<file path="src/rtl/mult_share_arb.sv">
// mult_share_arb: round-robin sharing of one 4x4 array multiplier among NREQ requesters.
// Define MULT_SHARE_ARB_STATS_EN to add the grant_cnt / stall_cnt statistics outputs.

module fbf_mult_7 (
   input  logic [3:0] a,
   input  logic [3:0] b,
   output logic [7:0] p
);
   logic [7:0] row [4];
   logic [7:0] acc [5];

   assign acc[0] = 8'd0;

   // One shifted partial-product row per multiplier bit, accumulated down the array.
   for (genvar gi = 0; gi < 4; gi++) begin : g_row
      assign row[gi]    = {4'd0, a & {4{b[gi]}}} << gi;
      assign acc[gi+1]  = acc[gi] + row[gi];
   end

   assign p = acc[4];
endmodule

module mult_share_arb #(
   parameter int NREQ = 4,
   parameter int IDW  = 2
) (
   input  logic              clk,
   input  logic              rst,
   input  logic [NREQ-1:0]   req_valid,
   output logic [NREQ-1:0]   req_ready,
   input  logic [4*NREQ-1:0] req_a,
   input  logic [4*NREQ-1:0] req_b,
   output logic              res_valid,
   input  logic              res_ready,
   output logic [7:0]        res_p,
   output logic [IDW-1:0]    res_id,
   output logic              busy
`ifdef MULT_SHARE_ARB_STATS_EN
   ,
   output logic [15:0]       grant_cnt,
   output logic [15:0]       stall_cnt
`endif
);
   typedef enum logic [1:0] {
      IDLE = 2'd0,
      EXEC = 2'd1,
      RESP = 2'd2
   } state_e;

   state_e         state_q, state_d;
   logic [IDW-1:0] ptr_q, ptr_d;
   logic [3:0]     a_q, a_d;
   logic [3:0]     b_q, b_d;
   logic [IDW-1:0] id_q, id_d;
   logic [7:0]     res_p_q, res_p_d;
   logic [IDW-1:0] res_id_q, res_id_d;
   logic           res_valid_q, res_valid_d;

   logic [3:0]     a_arr [NREQ];
   logic [3:0]     b_arr [NREQ];
   logic [IDW-1:0] cand  [NREQ];
   logic           gnt_found;
   logic [IDW-1:0] gnt_idx;
   logic           take;
   logic [7:0]     mult_p;

   // cand[k] is the requester visited k-th in the search starting at ptr.
   for (genvar gi = 0; gi < NREQ; gi++) begin : g_cand
      logic [IDW:0] sum;
      assign sum       = {1'b0, ptr_q} + (IDW+1)'(gi);
      assign cand[gi]  = (sum >= (IDW+1)'(NREQ)) ? IDW'(sum - (IDW+1)'(NREQ)) : sum[IDW-1:0];
      assign a_arr[gi] = req_a[4*gi +: 4];
      assign b_arr[gi] = req_b[4*gi +: 4];
   end

   // Walk from the far end so the candidate closest to ptr wins.
   always_comb begin
      gnt_found = 1'b0;
      gnt_idx   = '0;
      for (int k = NREQ - 1; k >= 0; k--) begin
         if (req_valid[cand[k]]) begin
            gnt_found = 1'b1;
            gnt_idx   = cand[k];
         end
      end
   end

   fbf_mult_7 u_mult (
      .a (a_q),
      .b (b_q),
      .p (mult_p)
   );

   always_comb begin
      state_d     = state_q;
      ptr_d       = ptr_q;
      a_d         = a_q;
      b_d         = b_q;
      id_d        = id_q;
      res_p_d     = res_p_q;
      res_id_d    = res_id_q;
      res_valid_d = res_valid_q;
      take        = 1'b0;
      case (state_q)
         IDLE: begin
            if (gnt_found) begin
               take    = 1'b1;
               a_d     = a_arr[gnt_idx];
               b_d     = b_arr[gnt_idx];
               id_d    = gnt_idx;
               ptr_d   = (gnt_idx == IDW'(NREQ - 1)) ? '0 : gnt_idx + IDW'(1);
               state_d = EXEC;
            end
         end
         EXEC: begin
            res_p_d     = mult_p;
            res_id_d    = id_q;
            res_valid_d = 1'b1;
            state_d     = RESP;
         end
         RESP: begin
            if (res_ready) begin
               res_valid_d = 1'b0;
               state_d     = IDLE;
            end
         end
         default: state_d = IDLE;
      endcase
   end

   always_ff @(posedge clk) begin
      if (rst) begin
         state_q     <= IDLE;
         ptr_q       <= '0;
         a_q         <= '0;
         b_q         <= '0;
         id_q        <= '0;
         res_p_q     <= '0;
         res_id_q    <= '0;
         res_valid_q <= 1'b0;
      end else begin
         state_q     <= state_d;
         ptr_q       <= ptr_d;
         a_q         <= a_d;
         b_q         <= b_d;
         id_q        <= id_d;
         res_p_q     <= res_p_d;
         res_id_q    <= res_id_d;
         res_valid_q <= res_valid_d;
      end
   end

   for (genvar gi = 0; gi < NREQ; gi++) begin : g_ready
      assign req_ready[gi] = take && !rst && (gnt_idx == IDW'(gi));
   end

   assign res_valid = res_valid_q;
   assign res_p     = res_p_q;
   assign res_id    = res_id_q;
   assign busy      = (state_q != IDLE);

`ifdef MULT_SHARE_ARB_STATS_EN
   logic [15:0] grant_cnt_q, grant_cnt_d;
   logic [15:0] stall_cnt_q, stall_cnt_d;

   // grant_cnt wraps naturally; stall_cnt sticks at all-ones.
   always_comb begin
      grant_cnt_d = grant_cnt_q + (take ? 16'd1 : 16'd0);
      stall_cnt_d = stall_cnt_q;
      if (state_q == RESP && !res_ready && stall_cnt_q != 16'hFFFF) begin
         stall_cnt_d = stall_cnt_q + 16'd1;
      end
   end

   always_ff @(posedge clk) begin
      if (rst) begin
         grant_cnt_q <= '0;
         stall_cnt_q <= '0;
      end else begin
         grant_cnt_q <= grant_cnt_d;
         stall_cnt_q <= stall_cnt_d;
      end
   end

   assign grant_cnt = grant_cnt_q;
   assign stall_cnt = stall_cnt_q;
`endif
endmodule

</file>
<file path="config.mk">
export PLATFORM = sky130hd
export DESIGN_NAME = mult_share_arb
export DESIGN_NICKNAME = d
export VERILOG_FILES = /design/src/rtl/mult_share_arb.sv
export SDC_FILE = /design/constraint.sdc
export NUM_CORES = 1
export LEC_CHECK = 0
export ABC_AREA = 1
export BUFFER_PORTS_ARGS = -buffer_cell sky130_fd_sc_hd__buf_2
export CAP_MARGIN = 10
export CORE_MARGIN = 2
export CORE_UTILIZATION = 53
export CTS_CLUSTER_SIZE = 12
export DETAILED_ROUTE_END_ITERATION = 10
export PLACE_DENSITY = 0.81
export SYNTH_ARGS = -nofsm -noshare
export SYNTH_HDL_FRONTEND = slang
export SYNTH_SLANG_ARGS = --single-unit
</file>
<file path="constraint.sdc">
create_clock -name clk -period 2.8 [get_ports clk]
set_input_delay 0.28 -clock clk [delete_from_list [all_inputs] [get_ports clk]]
set_output_delay 0.28 -clock clk [all_outputs]
set_load 0.02 [all_outputs]
</file>
==> results.ini, run 1 <==
[logic_synthesis]
ys_warn_count = 0
synth_area_per_cell_um2 = 6.826
synth_area_leader_cell = dfxtp_1
synth_area_mm2 = 0.001979
ys_seq_elements = 25
synth_cell_types = 31
synth_top_cell_area_share_pct = 25.28
yosys-top-cells-area = dfxtp_1 (25%), nand2_1 (15%), inv_1 (9.5%)
syn_inst = 290
ys_seq_area_share_pct = 25.28
syn_nets = 348

[layout]
areaGrowthSynthToFinish_pct = 17.64
nets = 401
area.sequential_um2 = 506.7
layout_commonest_cell = nand2_1
multiInputGateArea_mm2 = 0.001222
drive_gt1_share_pct = 26.61
final_cell_area_mm2 = 0.002328
diodes = 0
layout_common_cells = nand2_1 (80), buf_2 (54), inv_1 (49), nor2_1 (22), dfxtp_1 (20)
fillers = 371

[grt]
overflow = 0
grtUsageMet1_pct = 25.95
grtUsageTotal_pct = 20.28
gr-usage-met2_pct = 35.44
grt_pass1_vias = 1678
grt_max_degree = 18
grt.busiest_layer = met2
met3_usage_pct = 2.055
antenna_found_initial = 0
grt_pass1_wl_mm = 6.934

[clock_tree]
cts.sinks = 25
root_buffer = clkbuf_8
cts_setup_buffers = 0
cts.htree.levels = 1
clkTransAtPathRegs_ns = 0.08
cts_tree = done
cts_inserted_buffers = 3
clk_latency_ns = 0.27
clock_path_buffers = 2

[status]
outcome = completed

[worst_setup_path]
critical_path_arrival_ns = 2.74
crit_required_ns = 2.94
end_kind = flop
critPathKind = flop to flop
critPathMaxFanout = 5
startpoint_type = flop

[pwr]
p_leak_nw = 1.329
power_density_mw_per_mm2 = 890.7
vdd_drop_max_mv = 0.5248

[floorplanning]
die_w_um = 65.11
core_mm2 = 0.003633
die_height_um = 65.11
num_rows = 22
die-area_mm2 = 0.004239
ios = 55
start_util_pct = 54.48

[drt]
ant_nets = 0
wirelength_mm = 3.958
firstDrtPassIters = 4
viasPerCell = 4.749
drt_iter0_drc = 89
drc_errors = 0
wl_per_cell_um = 10.15
num_vias = 1852

[timing]
rsz0062_at_grt = false
min_period_over_period_pct = 92.77
fin_crit_ns = 2.598
setup_tns_ns = 0
relSlewSlack_pct = 67.24
final_max_slew_viol_count = 0
tightestPinTransition_ns = 0.4908
hold_viol_final = 0
clock_skew_ns = 0.002020
fmax_ghz = 0.3850
setup_viol = 0

[place]
dp_hpwl_mm = 3.208
gp_congestion = 0.9141
port_buffers = 54
postPlaceCellArea_mm2 = 0.002266

[job]
max_cap_violations = 0

[worst_hold_path]
min_path_type = input port to flop

state kept, by name (all words and copies together) (netlist names):
signal,cells
res_valid,1
state_q,2
id_q,2
ptr_q,2
a_q,4
b_q,4
res_id,2
res_p,8
where the power goes:
group	switching [W]	total [W]	internal [W]
clock network	0.000111	0.000211	0.0000995
registers	0.000104	0.000583	0.000479
logic	0.000824	0.00128	0.000456
total	0.00104	0.00207	0.00103
through the flow:
| step | util [%] | worst slack, ns | hold slack (ns) | total power, W | cells |
|---|---|---|---|---|---|
| floorplan | - | 0.2363 | 0.3748 | 0.001617 | 290 |
| global placement | 62.36 | 0.1604 | 0.4557 | 0.001832 | 386 |
| detailed placement | 62.36 | 0.01830 | 0.4599 | 0.001854 | 386 |
| CTS | 63.64 | 0.01080 | 0.1946 | 0.002072 | 390 |
| global route | 64.08 | 0.04608 | 0.2090 | 0.002292 | 390 |
| finish | 64.08 | 0.2025 | 0.1952 | 0.002074 | 390 |
logic make-up after synthesis:
kind of cell    share of synthesized area [%]
xor+xnor                               0.8851
flops                                   25.28
fa+ha+maj                               13.91
compound gates                          11.44
buf+inv                                 13.27
simple gates                            35.21
cells in the mapped netlist, drive strengths merged:
master	n
fa	5
nand3	19
xor2	1
clkbuf	2
a21oi	11
a22oi	1
a31oi	1
o21ai	10
ha	14
a211oi	3
nand3b	6
o211ai	6
nand2	92
nor2	27
or2	6
dfxtp	25
inv	53
xnor2	1
o221ai	1
buf	6
area by class of cell:
type | count | area share, %
Clock buffer | 3 | 1.773
Timing Repair Buffer | 56 | 12.25
Tap cell | 48 | 2.579
Sequential cell | 25 | 21.76
Multi-Input combinational cell | 204 | 52.50
Inverter | 53 | 8.920
Clock inverter | 1 | 0.2149
worst max-delay path, stage by stage, from the launching register on:
cell,delay (ns)
dfxtp_2,0.38
nand2_1,0.09
fa_1,0.51
fa_1,0.48
inv_1,0.07
ha_1,0.13
inv_1,0.06
fa_2,0.37
o21ai_2,0.17
xnor2_1,0.13
a21oi_1,0.09
final timing paths:
| path | from | to | slack, ns | depth (start not counted) |
|---|---|---|---|---|
| max reg2reg | b_q[0]$_SDFFE_PP0P_ | res_p[7]$_SDFFE_PP0P_ | 0.20 | 10 |
| min reg2reg | id_q[1]$_SDFFE_PP0P_ | id_q[1]$_SDFFE_PP0P_ | 0.47 | 2 |
| max | b_q[0]$_SDFFE_PP0P_ | res_p[7]$_SDFFE_PP0P_ | 0.20 | 10 |
| min | res_ready | res_valid$_SDFFE_PP0P_ | 0.20 | 2 |
routing by layer:
layer  vias to the layer above  wire length [um]
met5                         -                 0
met4                         0                69
li1                       1008                 -
met1                       777              1928
met3                         7               186
met2                        60              1773
timing repair:
item	in CTS	in global routing
hold endpoints to repair	0	0
setup endpoints to repair	1	3
resized for setup	1	8
pin swaps	0	0
hold buffers	0	0
(Power assumes the default switching activity.)
==> run 2: changes to the inputs <==
Settings changed: CORE_MARGIN 2 to not set, PLACE_DENSITY 0.81 to 0.84.
==> run 2 against run 1 <==
First-iteration DRC count fell by 24%. Final area fell by 0.21%. Combinational power barely moved. Count of clock-buffer cells in the layout grew 1. Clock skew shrank 0.00089 ns. Clock power is essentially flat. Sequential power about the same. Cell count shrank 0.26%. Via count grew 0.59%. Sequential cell count unchanged. Setup slack got worse by 0.082 ns. Highest routed layer unchanged.
==> results.ini, run 2 (synthesis gave the netlist of run 1 again) <==
[worst_setup_path]
critPathMaxFanout = 5  ; unchanged
startpoint_type = flop
cpMaxStageDelayCell = fa_1
cp_common_cell = fa_1
critical_path_arrival_ns = 2.83  ; +0.09 ns
crit_end = res_p[7]$_SDFFE_PP0P_
cp_cell_sequence = nand2_1 -> fa_1 -> fa_1 -> inv_1 -> ha_1 -> inv_1 -> fa_1 -> o21ai_0 -> xnor2_1 -> a21oi_1
critical-path-max-stage-delay_ns = 0.53  ; +0.02 ns
crit-reg2reg-launch = b_q[0]$_SDFFE_PP0P_
reg2reg_slack_ns = 0.12  ; -0.08 ns
crit_required_ns = 2.95  ; about the same
crit_start = b_q[0]$_SDFFE_PP0P_
critPathKind = flop to flop
rr_endpoint = res_p[7]$_SDFFE_PP0P_
ff2ff_path_depth = 10  ; unchanged
end_kind = flop

[timing]
layout_setup_ws_ns = 0.1202  ; -0.08229 ns
setup_viol = 0  ; unchanged
hold_viol_final = 0  ; unchanged
relSlewSlack_pct = 66.97  ; -0.27 points
tightestPinTransition_ns = 0.4949  ; +0.004048 ns
min_period_over_period_pct = 95.71  ; +2.9 points
fin_crit_ns = 2.680  ; +0.08229 ns
clock_skew_ns = 0.001129  ; -0.0008911 ns
setup_tns_ns = 0  ; unchanged
final_max_slew_viol_count = 0  ; unchanged
fmax_ghz = 0.3732  ; -3.1%

[floorplanning]
ios = 55  ; unchanged
die-area_mm2 = 0.003983  ; -6.0%
num_rows = 21  ; -4.5%
die_height_um = 63.11  ; -3.1%
start_util_pct = 57.07  ; +2.6 points
core_mm2 = 0.003468  ; -4.5%
die_w_um = 63.11  ; -3.1%

[drt]
wl_met2_mm = 1.845  ; +4.1%
met3_length_um = 188  ; +1.1%
firstDrtPassIters = 4  ; unchanged
num_vias = 1863  ; +0.59%
wl_per_cell_um = 10.13  ; -0.22%
drc_errors = 0  ; unchanged
wirelength_mm = 3.939  ; -0.48%
drt-met1-wl_mm = 1.830  ; -5.1%
ant_nets = 0  ; unchanged
viasPerCell = 4.789  ; +0.85%
drt_iter0_drc = 68  ; -24%
top_layer_used = met4

[status]
outcome = completed

[pwr]
p_leak_nw = 1.332  ; +0.21%
vdd_drop_max_mv = 0.6680  ; +27%
seq_power_share_pct = 28.1  ; about the same
p_clk_share_pct = 10.3  ; about the same
pwr-share-comb_pct = 61.6  ; about the same
switching_share_pct = 49.79  ; -0.35 points
power_density_mw_per_mm2 = 891.4  ; about the same
p_int_w = 0.001040  ; +0.55%
switching_power_w = 0.001031  ; -0.83%

[clock_tree]
clkTransAtPathRegs_ns = 0.08  ; about the same
root_buffer = clkbuf_8
cts_tree = done
cts_inserted_buffers = 3  ; unchanged
clock_path_buffers = 2  ; unchanged
cts.sinks = 25  ; unchanged
cts.htree.levels = 1  ; unchanged
cts_hold_buf = 0  ; unchanged
clk_latency_ns = 0.27  ; about the same

[layout]
areaGrowthSynthToFinish_pct = 17.38
final_cell_area_mm2 = 0.002323  ; -0.21%
layout_common_cells = nand2_1 (80), buf_2 (54), inv_1 (50), nor2_1 (22)
largest_register_ffs = 8  ; unchanged
layout_commonest_cell = nand2_1
final_cells = 389  ; -0.26%
diodes = 0  ; unchanged
nets = 402  ; +0.25%
drive_gt1_share_pct = 25.95  ; -0.66 points

[grt]
grt_pass1_vias = 1720  ; +2.5%
antenna_found_initial = 0  ; unchanged
grtUsageTotal_pct = 22.07  ; +1.8 points
grt_max_degree = 18  ; unchanged
overflow = 0  ; unchanged
grt_pass1_wl_mm = 7.038  ; +1.5%

[place]
postPlaceCellArea_mm2 = 0.002271  ; +0.22%
port_buffers = 54  ; unchanged
gp_congestion = 0.8994  ; -1.6%
placed_cells = 385  ; -0.26%
dp_slack_ns = 0.06779  ; +0.04949 ns
dp_hpwl_mm = 3.261  ; +1.6%

[job]
max_cap_violations = 0  ; unchanged

[worst_hold_path]
min_path_type = input port to flop

## run 2: power groups by stage
stage	logic, W	clock network, W	registers (W)
finish	0.00128	0.000213	0.000582
detailed placement	0.00128	0	0.000580
global placement	0.00125	0	0.000571
global route	0.00146	0.000228	0.000600
CTS	0.00129	0.000218	0.000572
floorplan	0.00102	0	0.000599
## run 2: worst min-delay path by stage
stage	startpoint	endpoint	slack, ns	cells past startpoint
global placement	id_q[1]$_SDFFE_PP0P_	id_q[1]$_SDFFE_PP0P_	0.46	2
CTS	res_ready	res_valid$_SDFFE_PP0P_	0.20	2
global route	res_ready	res_valid$_SDFFE_PP0P_	0.20	2
detailed placement	id_q[1]$_SDFFE_PP0P_	id_q[1]$_SDFFE_PP0P_	0.46	2
floorplan	res_ready	res_valid$_SDFFE_PP0P_	0.37	1
finish	res_ready	res_valid$_SDFFE_PP0P_	0.20	2
## run 2: cell type report
| class | instances | area, um2 |
|---|---|---|
| well taps | 46 | 57.56 |
| multi-input cells | 204 | 1216 |
| clock buffers | 4 | 45.04 |
| inverters | 53 | 203.9 |
| flip-flops and latches | 25 | 508.0 |
| fillers | 315 | 1145 |
| repair buffers | 57 | 292.8 |
## run 2: worst max-delay path: cells and delay by family (launching register included)
| family | cells | cell delay, ns |
|---|---|---|
| and+or+nand+nor | 1 | 0.10 |
| adders and majority gates | 4 | 1.54 |
| buffers and inverters | 2 | 0.13 |
| DFF | 1 | 0.37 |
| xor gates and xnor gates | 1 | 0.14 |
| AOI/OAI and AO/OA | 2 | 0.29 |
## run 2: metal layers
layer  vias up  GRT usage (%)
met5         -              0
met4         0          9.884
met3         6          2.355
met2        58          39.25
met1       793          26.43
li1       1006              -
## run 2: metrics by stage
step	hold slack, ns	total power [W]	utilization, %
final	0.1962	0.002071	66.99
after global routing	0.2038	0.002287	66.99
after CTS	0.1972	0.002078	66.77
after detailed placement	0.4628	0.001864	65.48
after global placement	0.4560	0.001823	65.48
after floorplan	0.3748	0.001617	-
## run 2: timing repair
action / CTS / global route
buffers inserted: 0 / 0
endpoints found under the setup margin: 0 / 3
resized for setup: 0 / 6
==> run 3: changes to the inputs <==
Settings changed: CAP_MARGIN 10 to 20, PLACE_DENSITY 0.84 to 0.81.
==> run 3 against run 2 <==
Final area unchanged. Sequential cell count unchanged. Clock skew up 0.0045 ns. Total power rose by 0.56%. Non-clock buffer count is the same. Largest cell class unchanged. Largest power group unchanged.
==> results.ini, run 3 (synthesis gave the netlist of run 1 again) <==
[layout]
drive_gt1_share_pct = 25.95  ; unchanged
final_cells = 389  ; unchanged
final_core_util_pct = 66.99  ; unchanged
nets = 402  ; unchanged
areaGrowthSynthToFinish_pct = 17.38  ; unchanged
diodes = 0  ; unchanged
largest_register_ffs = 8  ; unchanged
layout_common_cells = nand2_1 (80), buf_2 (54), inv_1 (50), nor2_1 (22), dfxtp_1 (20)
final_cell_area_mm2 = 0.002323  ; unchanged
fillers = 332  ; +5.4%
layout_commonest_cell = nand2_1

[place]
port_buffers = 54  ; unchanged
placed_cells = 385  ; unchanged
dp_hpwl_mm = 3.299  ; +1.2%
postPlaceCellArea_mm2 = 0.002271  ; unchanged
gp_congestion = 0.8864  ; -1.4%

[floorplanning]
die_w_um = 63.11  ; unchanged
num_rows = 21  ; unchanged
start_util_pct = 57.07  ; unchanged
die-area_mm2 = 0.003983  ; unchanged
ios = 55  ; unchanged
die_height_um = 63.11  ; unchanged
core_mm2 = 0.003468  ; unchanged

[clock_tree]
clk_latency_ns = 0.27  ; about the same
clock_path_buffers = 2  ; unchanged
clkTransAtPathRegs_ns = 0.09  ; about the same
cts.sinks = 25  ; unchanged
cts_hold_buf = 0  ; unchanged
cts.htree.levels = 1  ; unchanged
cts_inserted_buffers = 3  ; unchanged
cts_tree = done
root_buffer = clkbuf_8

[job]
max_cap_violations = 0  ; unchanged

[timing]
fmax_ghz = 0.3748  ; +0.43%
rsz0062_at_grt = false
setup_tns_ns = 0  ; unchanged
final_max_slew_viol_count = 0  ; unchanged
tightestPinTransition_ns = 0.5009  ; +0.005974 ns
hold_viol_final = 0  ; unchanged
relSlewSlack_pct = 66.57  ; -0.40 points
setup_viol = 0  ; unchanged
min_period_over_period_pct = 95.30  ; -0.41 points
clock_skew_ns = 0.005612  ; +0.004483 ns
fin_crit_ns = 2.668  ; -0.01144 ns

[worst_setup_path]
startpoint_type = flop
critPathMaxFanout = 5  ; unchanged
critical_path_arrival_ns = 2.81  ; -0.02 ns
critPathKind = flop to flop
crit_required_ns = 2.94  ; about the same
end_kind = flop

[drt]
num_vias = 1861  ; -0.11%
wirelength_mm = 3.987  ; +1.2%
firstDrtPassIters = 4  ; unchanged
wl_per_cell_um = 10.25  ; +1.2%
drt_iter0_drc = 46  ; -32%
drc_errors = 0  ; unchanged
ant_nets = 0  ; unchanged
viasPerCell = 4.784  ; -0.11%

[pwr]
p_total_w = 0.002083  ; +0.56%
p_leak_nw = 1.334  ; +0.18%
power_density_mw_per_mm2 = 896.4  ; +0.56%
vdd_drop_max_mv = 0.5588  ; -16%

[grt]
grt_max_degree = 18  ; unchanged
overflow = 0  ; unchanged
antenna_found_initial = 0  ; unchanged
grt_pass1_wl_mm = 7.176  ; +2.0%
grtUsageTotal_pct = 21.75  ; -0.32 points
grt_pass1_vias = 1740  ; +1.2%

[worst_hold_path]
min_path_type = input port to flop

[status]
outcome = completed

## run 3: changes by cell type in the layout (fill, tap and decap cells not counted)
cell	delta
clkbuf_1	-1
clkinv_2	+1
dfxtp_1	+1
dfxtp_2	-1
## run 3: path summary, 6_finish.rpt
check / startpoint / to / slack (ns) / cells past startpoint
min reg2reg: id_q[1]$_SDFFE_PP0P_ / id_q[1]$_SDFFE_PP0P_ / 0.47 / 2
max reg2reg: b_q[3]$_SDFFE_PP0P_ / res_p[7]$_SDFFE_PP0P_ / 0.13 / 10
max: b_q[3]$_SDFFE_PP0P_ / res_p[7]$_SDFFE_PP0P_ / 0.13 / 10
min: res_ready / res_valid$_SDFFE_PP0P_ / 0.20 / 2
## run 3: worst max-delay path, cell delays in order, from the launching register on
cell     delay [ns]
dfxtp_1        0.39
nand2_1        0.10
fa_1           0.49
fa_1           0.48
inv_1          0.07
ha_1           0.14
inv_1          0.06
fa_1           0.39
o21ai_0        0.22
xnor2_1        0.15
a21oi_1        0.08
## run 3: per-layer routing
layer | wire (um) | global-route usage [%] | vias up
met5 | 0 | 0 | -
met4 | 50 | 6.977 | 0
met3 | 151 | 1.993 | 4
met2 | 1828 | 38.04 | 48
met1 | 1956 | 27.81 | 805
li1 | - | - | 1004
## run 3: final cells by class
class / instances / area [um2] / share of cell area [%]
Sequential cell: 25 / 506.7 / 21.81
Multi-Input combinational cell: 204 / 1216 / 52.34
Clock buffer: 3 / 41.29 / 1.777
Inverter: 53 / 203.9 / 8.778
Clock inverter: 1 / 5.005 / 0.2154
Tap cell: 46 / 57.56 / 2.477
Timing Repair Buffer: 57 / 292.8 / 12.60
## run 3: through the flow
stage	hold WS (ns)	setup WS (ns)
6_report	0.1965	0.1316
5_1_grt	0.1939	0.003408
4_1_cts	0.1862	0.06520
3_5_place_dp	0.4603	0.08256
3_3_place_gp	0.4551	0.1592
2_1_floorplan	0.3748	0.2363
## run 3: repair_timing
| action | CTS | global route |
|---|---|---|
| gates resized for setup | 0 | 5 |
| buffers inserted | 0 | 0 |
| endpoints found under the setup margin | 0 | 4 |
## run 3: power breakdown
part	total (W)	internal [W]	switching [W]	leakage, nW
clock	0.000211	0.0000994	0.000111	0.0255
combinational	0.00129	0.000458	0.000834	1.10
sequential	0.000580	0.000479	0.000101	0.208
